<file path="config.mk">
export PLATFORM = sky130hd
export DESIGN_NAME = mem_loader_flat
export DESIGN_NICKNAME = d
export VERILOG_FILES = /design/src/rtl/mem_loader_pkg.sv /design/src/rtl/mem_loader_if.sv /design/src/rtl/mem_loader.sv /design/src/flat_wrapper.sv
export SDC_FILE = /design/constraint.sdc
export NUM_CORES = 1
export LEC_CHECK = 0
export CAP_MARGIN = 10
export CORE_UTILIZATION = 38
export DETAILED_ROUTE_END_ITERATION = 8
export PLACE_DENSITY_LB_ADDON = 0.12
export SKIP_LAST_GASP = 1
export SYNTH_ARGS = -nofsm -noshare
export SYNTH_HDL_FRONTEND = slang
export SYNTH_SLANG_ARGS = --single-unit
</file>
<file path="constraint.sdc">
create_clock -name clk -period 3.85 [get_ports clk]
set_input_delay 0.385 -clock clk [delete_from_list [all_inputs] [get_ports clk]]
set_output_delay 0.385 -clock clk [all_outputs]
set_load 0.01 [all_outputs]
</file>
<file path="src/rtl/mem_loader_pkg.sv">
// Shared types and constants for the boot-time program loader.
package mem_loader_pkg;

    typedef enum logic [2:0] {
        S_IDLE,
        S_ADDR,
        S_COUNT,
        S_DATA,
        S_CHECK,
        S_DONE,
        S_ERR
    } state_t;

    localparam int MAX_FRAME = 256;
    localparam int CNT_W     = 9;

endpackage

</file>
<file path="src/rtl/mem_loader_if.sv">
// Host byte stream (valid/ready) plus the memory write port driven by the loader.
interface mem_loader_if;

    logic       in_valid;
    logic [7:0] in_data;
    logic       in_ready;
    logic       mem_we;
    logic [7:0] mem_addr;
    logic [7:0] mem_data;

    // master: host byte source that also observes the memory write port
    modport master (
        output in_valid,
        output in_data,
        input  in_ready,
        input  mem_we,
        input  mem_addr,
        input  mem_data
    );

    modport slave (
        input  in_valid,
        input  in_data,
        output in_ready,
        output mem_we,
        output mem_addr,
        output mem_data
    );

endinterface

</file>
<file path="src/rtl/mem_loader.sv">
// Boot loader: parses ADDR/COUNT/payload/CHK frames, writes payload to memory,
// and releases the CPU only after a frame whose checksum sums to zero.
//
// state   | meaning
// S_IDLE  | just out of reset, arms on the next edge
// S_ADDR  | waiting for the start-address byte
// S_COUNT | waiting for the payload length byte (0 means 256)
// S_DATA  | streaming payload bytes into memory
// S_CHECK | waiting for the checksum byte
// S_DONE  | frame good, CPU released
// S_ERR   | checksum failed, CPU held
module mem_loader
    import mem_loader_pkg::*;
(
    input  logic         clk,
    input  logic         rst,
    input  logic         start,
    mem_loader_if.slave  bus,
    output logic         cpu_hold,
    output logic         done,
    output logic         error
);

    state_t             state;
    state_t             state_nx;
    logic [7:0]         ptr;
    logic [7:0]         sum;
    logic [7:0]         sum_nx;
    logic [CNT_W-1:0]   cnt;
    logic               accept;

    assign sum_nx = sum + bus.in_data;
    assign accept = bus.in_valid && bus.in_ready;

    always_ff @(posedge clk or negedge rst) begin
        if (!rst) state <= S_IDLE;
        else      state <= state_nx;
    end

    always_comb begin
        state_nx     = state;
        bus.in_ready = 1'b0;
        done         = 1'b0;
        error        = 1'b0;
        cpu_hold     = 1'b1;
        case (state)
            S_IDLE:  state_nx = S_ADDR;
            S_ADDR: begin
                bus.in_ready = 1'b1;
                if (bus.in_valid) state_nx = S_COUNT;
            end
            S_COUNT: begin
                bus.in_ready = 1'b1;
                if (bus.in_valid) state_nx = S_DATA;
            end
            S_DATA: begin
                bus.in_ready = 1'b1;
                if (bus.in_valid && cnt == CNT_W'(1)) state_nx = S_CHECK;
            end
            S_CHECK: begin
                bus.in_ready = 1'b1;
                if (bus.in_valid) state_nx = (sum_nx == 8'h00) ? S_DONE : S_ERR;
            end
            S_DONE: begin
                done     = 1'b1;
                cpu_hold = 1'b0;
                if (start) state_nx = S_ADDR;
            end
            S_ERR: begin
                error = 1'b1;
                if (start) state_nx = S_ADDR;
            end
            default: state_nx = S_IDLE;
        endcase
    end

    // Write port is registered: a payload byte accepted at edge k is presented during cycle k+1.
    always_ff @(posedge clk or negedge rst) begin
        if (!rst) begin
            ptr          <= 8'h00;
            sum          <= 8'h00;
            cnt          <= '0;
            bus.mem_we   <= 1'b0;
            bus.mem_addr <= 8'h00;
            bus.mem_data <= 8'h00;
        end else begin
            bus.mem_we <= 1'b0;
            if (accept) begin
                case (state)
                    S_ADDR: begin
                        ptr <= bus.in_data;
                        sum <= bus.in_data;
                    end
                    S_COUNT: begin
                        cnt <= (bus.in_data == 8'h00) ? CNT_W'(MAX_FRAME) : {1'b0, bus.in_data};
                        sum <= sum_nx;
                    end
                    S_DATA: begin
                        bus.mem_we   <= 1'b1;
                        bus.mem_addr <= ptr;
                        bus.mem_data <= bus.in_data;
                        ptr          <= ptr + 8'd1;
                        cnt          <= cnt - CNT_W'(1);
                        sum          <= sum_nx;
                    end
                    default: ;
                endcase
            end
        end
    end

endmodule
</file>
<file path="src/flat_wrapper.sv">
// flat-port wrapper written by rule: the top's interface ports become plain ports
module mem_loader_flat import mem_loader_pkg::*;
  (clk, rst, start, cpu_hold, done, error, bus_in_valid, bus_in_data, bus_in_ready, bus_mem_we, bus_mem_addr, bus_mem_data);
  mem_loader_if bus_i ();
  input  logic clk;
  input  logic rst;
  input  logic start;
  output logic cpu_hold;
  output logic done;
  output logic error;
  input wire logic [$bits(bus_i.in_valid)-1:0] bus_in_valid;
  input wire logic [$bits(bus_i.in_data)-1:0] bus_in_data;
  output wire logic [$bits(bus_i.in_ready)-1:0] bus_in_ready;
  output wire logic [$bits(bus_i.mem_we)-1:0] bus_mem_we;
  output wire logic [$bits(bus_i.mem_addr)-1:0] bus_mem_addr;
  output wire logic [$bits(bus_i.mem_data)-1:0] bus_mem_data;
  assign bus_i.in_valid = bus_in_valid;
  assign bus_i.in_data = bus_in_data;
  assign bus_in_ready = bus_i.in_ready;
  assign bus_mem_we = bus_i.mem_we;
  assign bus_mem_addr = bus_i.mem_addr;
  assign bus_mem_data = bus_i.mem_data;
  mem_loader u_core (.clk(clk), .rst(rst), .start(start), .bus(bus_i), .cpu_hold(cpu_hold), .done(done), .error(error));
endmodule
</file>
# Word level (Yosys, flattened, before mapping)
# Cells that the tools add are included.
# totals
reg_bits,45
inputBits,12
output_inout_bits,21
elab_cells,55
# op_classes
add_sub_neg,3
eq_ne,12
n_mux,17
n_reduce_logical,16
# ops
operator,count
$pmux 8 s2,2
$pmux 3 s6,1
$pmux 9 s2,1
$logic_not 8->1,2
$mux 3,5
$eq 3x3->1 const B,3
$eq 9x1->1 const B,1
$mux 9,1
$sub 9x1->9 const B,1
$add 8x1->8 const B,1
$add 8x8->8,1
$reduce_and 2->1,4
$eq 3x2->1 const B,2
$mux 1,6
$ne 2x2->1 const B,3
$reduce_bool 2->1,3
$reduce_and 5->1,1
$ne 2x1->1 const B,2
$reduce_or 2->1,2
$reduce_or 4->1,1
$eq 3x1->1 const B,1
$logic_not 3->1,1
$logic_and 1x1->1,2
$mux 2,1

# Longest topological paths before layout
# logic_depth
word_depth,5
mapped_depth,8
ltp_nobuf,7

# Worst setup path before layout
# OpenSTA, ideal clock, no wires.
# synth_path
kind,input to register
startpoint,in bus_in_data[0]
endpoint,reg u_core.state[0]
setup_ns,0.087
arrival_time_ns,2.296
required_ns,3.763
path_slack_ns,1.468
cell_stages,7
cell_sequence,ha_1 -> fa_1 -> a211oi_1 -> nor2_1 -> xor2_1 -> or4_1 -> a211oi_2
# synth_between
elab_chain_len,5
# synth_lines
item,line,text
"start, declared",flat_wrapper.sv:12,input wire logic [$bits(bus_i.in_data)-1:0] bus_in_data;
$add 8x8->8,mem_loader.sv:32,assign sum_nx = sum + bus.in_data;
$logic_not 8->1,mem_loader.sv:62,if (bus.in_valid) state_nx = (sum_nx == 8'h00) ? S_DONE : S_ERR;
$mux 2,mem_loader.sv:62,
$mux 3,mem_loader.sv:62,
$pmux 3 s6,mem_loader.sv:46,case (state)
"end signal, assigned",mem_loader.sv:37,else state <= state_nx;
"end, declared",mem_loader.sv:24,state_t state;
# Every way passes these cells. The select of a mux whose other input is x is not followed.
# A chain may end at the register's enable or synchronous reset.

# Worst setup path after layout
# Ends and elaborated chain as after synthesis.

==> impl_metrics.prom <==
# TYPE chip_impl_metric gauge
chip_impl_info{name="outcome",value="complete, no violations"} 1
chip_impl_metric{name="cts_inserted_buffers",unit=""} 5
chip_impl_info{name="worst_flop_to_flop_path_startpoint",value="u_core.sum[0]"} 1
chip_impl_metric{name="leakagePower",unit="nW"} 1.293
chip_impl_metric{name="worst_slew_margin_rel",unit="%"} 30.73
chip_impl_metric{name="design_power_total",unit="mW"} 2.678
chip_impl_metric{name="num_antenna_cells",unit=""} 0
chip_impl_metric{name="gp_congestion",unit=""} 0.8574
chip_impl_metric{name="dp_hpwl",unit="um"} 4501
chip_impl_metric{name="fmax",unit="GHz"} 0.3594
chip_impl_metric{name="max-vdd-ir-drop",unit="mV"} 0.3252
chip_impl_metric{name="regToRegSetupSlack",unit="ns"} 1.36
chip_impl_metric{name="postRouteWirelength",unit="um"} 6335
chip_impl_metric{name="arrival",unit="ns"} 3.00
chip_impl_metric{name="syn-num-nets",unit=""} 302
chip_impl_info{name="rsz0062_at_grt",value="false"} 1
chip_impl_info{name="synth.top_cells.by_area",value="sky130_fd_sc_hd__dfrtp_1, sky130_fd_sc_hd__mux2_2, sky130_fd_sc_hd__ha_1"} 1
chip_impl_metric{name="post_synth_num_cell_types",unit=""} 51
chip_impl_metric{name="compound_cell_area_share_of_the_yosys_netlist",unit="%"} 20.09
chip_impl_metric{name="vias",unit=""} 2179
chip_impl_metric{name="floorplan.initialDensity",unit="%"} 39.19
chip_impl_metric{name="areaGrowthSynthToFinish",unit="%"} 19.38
chip_impl_metric{name="final_antenna_net_count",unit=""} 0
chip_impl_info{name="ys_dominant_reg_cell",value="sky130_fd_sc_hd__dfrtp_1"} 1
chip_impl_metric{name="required",unit="ns"} 4.07
chip_impl_metric{name="post_synth_and_or_nand_nor_area_fraction",unit="%"} 17.49
chip_impl_metric{name="grt_first_pass_wirelength",unit="um"} 10610
chip_impl_metric{name="synthesis.area",unit="um2"} 2648
chip_impl_metric{name="yosys.area_share.adder",unit="%"} 5.860
chip_impl_metric{name="port_buffers",unit=""} 32
chip_impl_metric{name="fin_skew",unit="ns"} 0.006177
chip_impl_metric{name="final.period_utilization",unit="%"} 72.28
chip_impl_metric{name="grt-ovfl-total",unit=""} 0
chip_impl_metric{name="finalHoldViolCount",unit=""} 0
chip_impl_metric{name="ffs_latches_synth",unit=""} 45
chip_impl_metric{name="synth.top_cell.area_share",unit="%"} 42.53
chip_impl_info{name="path_class",value="in -> reg"} 1
chip_impl_metric{name="muxShareOfSynthArea",unit="%"} 9.924
chip_impl_metric{name="register_clock_pin_slew_on_the_reported_worst_setup_and_hold_paths",unit="ns"} 0.09
chip_impl_metric{name="clk_path_buf_depth",unit=""} 2
chip_impl_metric{name="routedWlPerCell",unit="um"} 16.16
chip_impl_info{name="synth.largest_area_cell",value="sky130_fd_sc_hd__dfrtp_1"} 1
chip_impl_metric{name="cellPowerDensity",unit="nW/um2"} 847.4
chip_impl_metric{name="postSynth.asyncResetShare",unit="%"} 100.0
chip_impl_info{name="synth_top_family_by_area",value="compound AO/OA/AOI/OAI gates"} 1
chip_impl_metric{name="post_route_cells_drive_above_1_share",unit="%"} 12.18
chip_impl_metric{name="grt_max_degree",unit=""} 46
chip_impl_metric{name="timing.critical_path.fanout_max",unit=""} 6
chip_impl_metric{name="die-height",unit="um"} 85.47
chip_impl_info{name="cp-end-kind",value="flop"} 1
chip_impl_metric{name="fp.dieArea",unit="um2"} 7305
chip_impl_metric{name="die_width",unit="um"} 85.47
chip_impl_info{name="critPathLaunchType",value="input port"} 1
chip_impl_metric{name="synth-warning-count",unit=""} 0
chip_impl_metric{name="cts-resized-gates",unit=""} 0
chip_impl_metric{name="drt_pre_antenna_iters",unit=""} 4
chip_impl_metric{name="synth-edff-count",unit=""} 0
chip_impl_metric{name="core_area",unit="um2"} 6756
chip_impl_info{name="clk_root_buffer_cell",value="sky130_fd_sc_hd__clkbuf_8"} 1
chip_impl_metric{name="cts_setup_buffers",unit=""} 0
chip_impl_info{name="ys_top_cells_by_count",value="sky130_fd_sc_hd__dfrtp_1, sky130_fd_sc_hd__nor2_1, sky130_fd_sc_hd__nand2_1, sky130_fd_sc_hd__o21ai_0, sky130_fd_sc_hd__a21oi_1"} 1
chip_impl_metric{name="slew_viol_final",unit=""} 0
chip_impl_info{name="list_of_cells_traversed_by_the_critical_path",value="clkdlybuf4s50_1, ha_1, fa_1, a211oi_1, nor2_1, xor2_1, or4_1, a211oi_2"} 1
chip_impl_metric{name="crit_path_max_incr_delay",unit="ns"} 0.55
chip_impl_metric{name="synth-xor-area-share",unit="%"} 1.323
chip_impl_metric{name="cts_sinks",unit=""} 45
chip_impl_metric{name="drc",unit=""} 0
chip_impl_metric{name="boundaryPins",unit=""} 33
chip_impl_info{name="holdCritPathClass",value="in -> async"} 1
chip_impl_metric{name="globalRouteTotalUtil",unit="%"} 18.77
chip_impl_metric{name="timing_worst_slew_pin_value",unit="ns"} 1.039
chip_impl_info{name="cts_tree",value="built"} 1
chip_impl_metric{name="vias_per_inst",unit=""} 5.559
chip_impl_metric{name="syn_area_per_cell",unit="um2"} 9.489
chip_impl_metric{name="cts.htree.levels",unit=""} 2
chip_impl_metric{name="timing.max_cap.violations",unit=""} 0
chip_impl_metric{name="final.min_clock_period",unit="ns"} 2.783
chip_impl_metric{name="first_global_vias",unit=""} 2032
chip_impl_metric{name="finalHoldWorstSlack",unit="ns"} 0.2653
chip_impl_metric{name="sequential_share_of_the_synthesized_area",unit="%"} 42.53
chip_impl_info{name="post-synth-top-count-cell",value="sky130_fd_sc_hd__dfrtp_1"} 1
chip_impl_info{name="cpMaxStageDelayCell",value="sky130_fd_sc_hd__or4_1"} 1
chip_impl_metric{name="grt_antenna_before_repair",unit=""} 0
chip_impl_metric{name="setup_viol_count_final",unit=""} 0
chip_impl_metric{name="drtIter0Drc",unit=""} 101
chip_impl_metric{name="fp-row-count",unit=""} 30
chip_impl_metric{name="num-nets-final",unit=""} 335
chip_impl_metric{name="synthCells",unit=""} 279
chip_impl_metric{name="fin_setup_tns",unit="ns"} 0
chip_impl_info{name="critical_path_launch_point",value="bus_in_data[0]"} 1
chip_impl_metric{name="clock_insertion_delay_worst_skew",unit="ns"} 0.30
chip_impl_metric{name="post_cts_hold_buffer_count",unit=""} 0
-- final cells by class --
type,instances,area (um2)
clock inverter,2,35.03
clock buffer,5,68.82
tap,80,100.1
sequential,45,1126
timing repair buffer,37,352.8
multi-input combinational,215,1448
fill,678,3596
inverter,8,30.03
-- routing by layer --
layer | wire length (um) | vias up | GRT usage [%]
li1 | - | 1093 | -
met1 | 3097 | 1038 | 26.09
met2 | 2939 | 39 | 29.82
met3 | 173 | 9 | 3.113
met4 | 123 | 0 | 6.212
met5 | 0 | - | 0
-- state kept, by name, indices dropped and copies added (netlist names) --
register             flops
u_core.cnt               9
u_core.bus.mem_data      8
u_core.bus.mem_we        1
u_core.state             3
u_core.ptr               8
u_core.bus.mem_addr      8
u_core.sum               8
-- path summary, 6_finish.rpt --
path,endpoint,cells past startpoint
worst min-delay path,u_core.bus.mem_data[5],1
max in group asynchronous,u_core.cnt[7],1
min in group clk,u_core.bus.mem_addr[4],2
worst min register to register,u_core.bus.mem_addr[4],2
worst max-delay path,u_core.state[0],8
worst max register to register,u_core.state[0],7
-- worst max-delay path: cells and delay by family --
| kind | cells | cell delay, ns |
|---|---|---|
| adders and majority gates | 2 | 0.70 |
| xor gates and xnor gates | 1 | 0.17 |
| buffers and inverters | 1 | 0.52 |
| and+or+nand+nor | 2 | 0.66 |
| AOI/OAI and AO/OA | 2 | 0.57 |
-- power breakdown --
group | total (mW) | internal (mW) | leakage [nW] | switching [mW]
registers | 0.906 | 0.704 | 0.527 | 0.202
logic | 1.42 | 0.696 | 0.712 | 0.723
clock network | 0.353 | 0.189 | 0.0540 | 0.164
-- placed cells by master, fill, tap and decap left out, drive strengths merged, types with 3 or more instances in the layout --
master / n
dfrtp: 45
clkdlybuf4s50: 31
nor2: 27
o21ai: 25
nand2: 24
a21oi: 20
mux2: 18
ha: 10
inv: 8
nand3: 7
nor2b: 6
nor3: 6
mux2i: 6
buf: 6
o21a: 5
a31oi: 5
nor3b: 5
nor4: 5
clkbuf: 5
a211oi: 5
o22a: 4
xor2: 3
-- stage by stage --
stage / utilization, % / instance area, um2 / instances / setup WS, ns
6_report: 46.78 / 3161 / 392 / 1.067
5_1_grt: 46.78 / 3161 / 392 / 0.9182
4_1_cts: 46.78 / 3161 / 392 / 1.069
3_5_place_dp: 45.24 / 3057 / 385 / 0.7528
3_3_place_gp: 45.24 / 3057 / 385 / 0.8060
2_1_floorplan: - / 2648 / 279 / 1.468
-- cell families (layout without fill, tap and decap cells) --
logic type               Yosys count  after routing
multiplexers                      24             24
AO/OA/AOI/OAI                     82             82
buffers and inverters             19             52
XOR/XNOR                           4              4
AND/OR/NAND/NOR                   93             93
flip-flops                        45             45
adder cells (fa/ha/maj)           12             12
No activity file was read; power rests on OpenSTA's default activity.
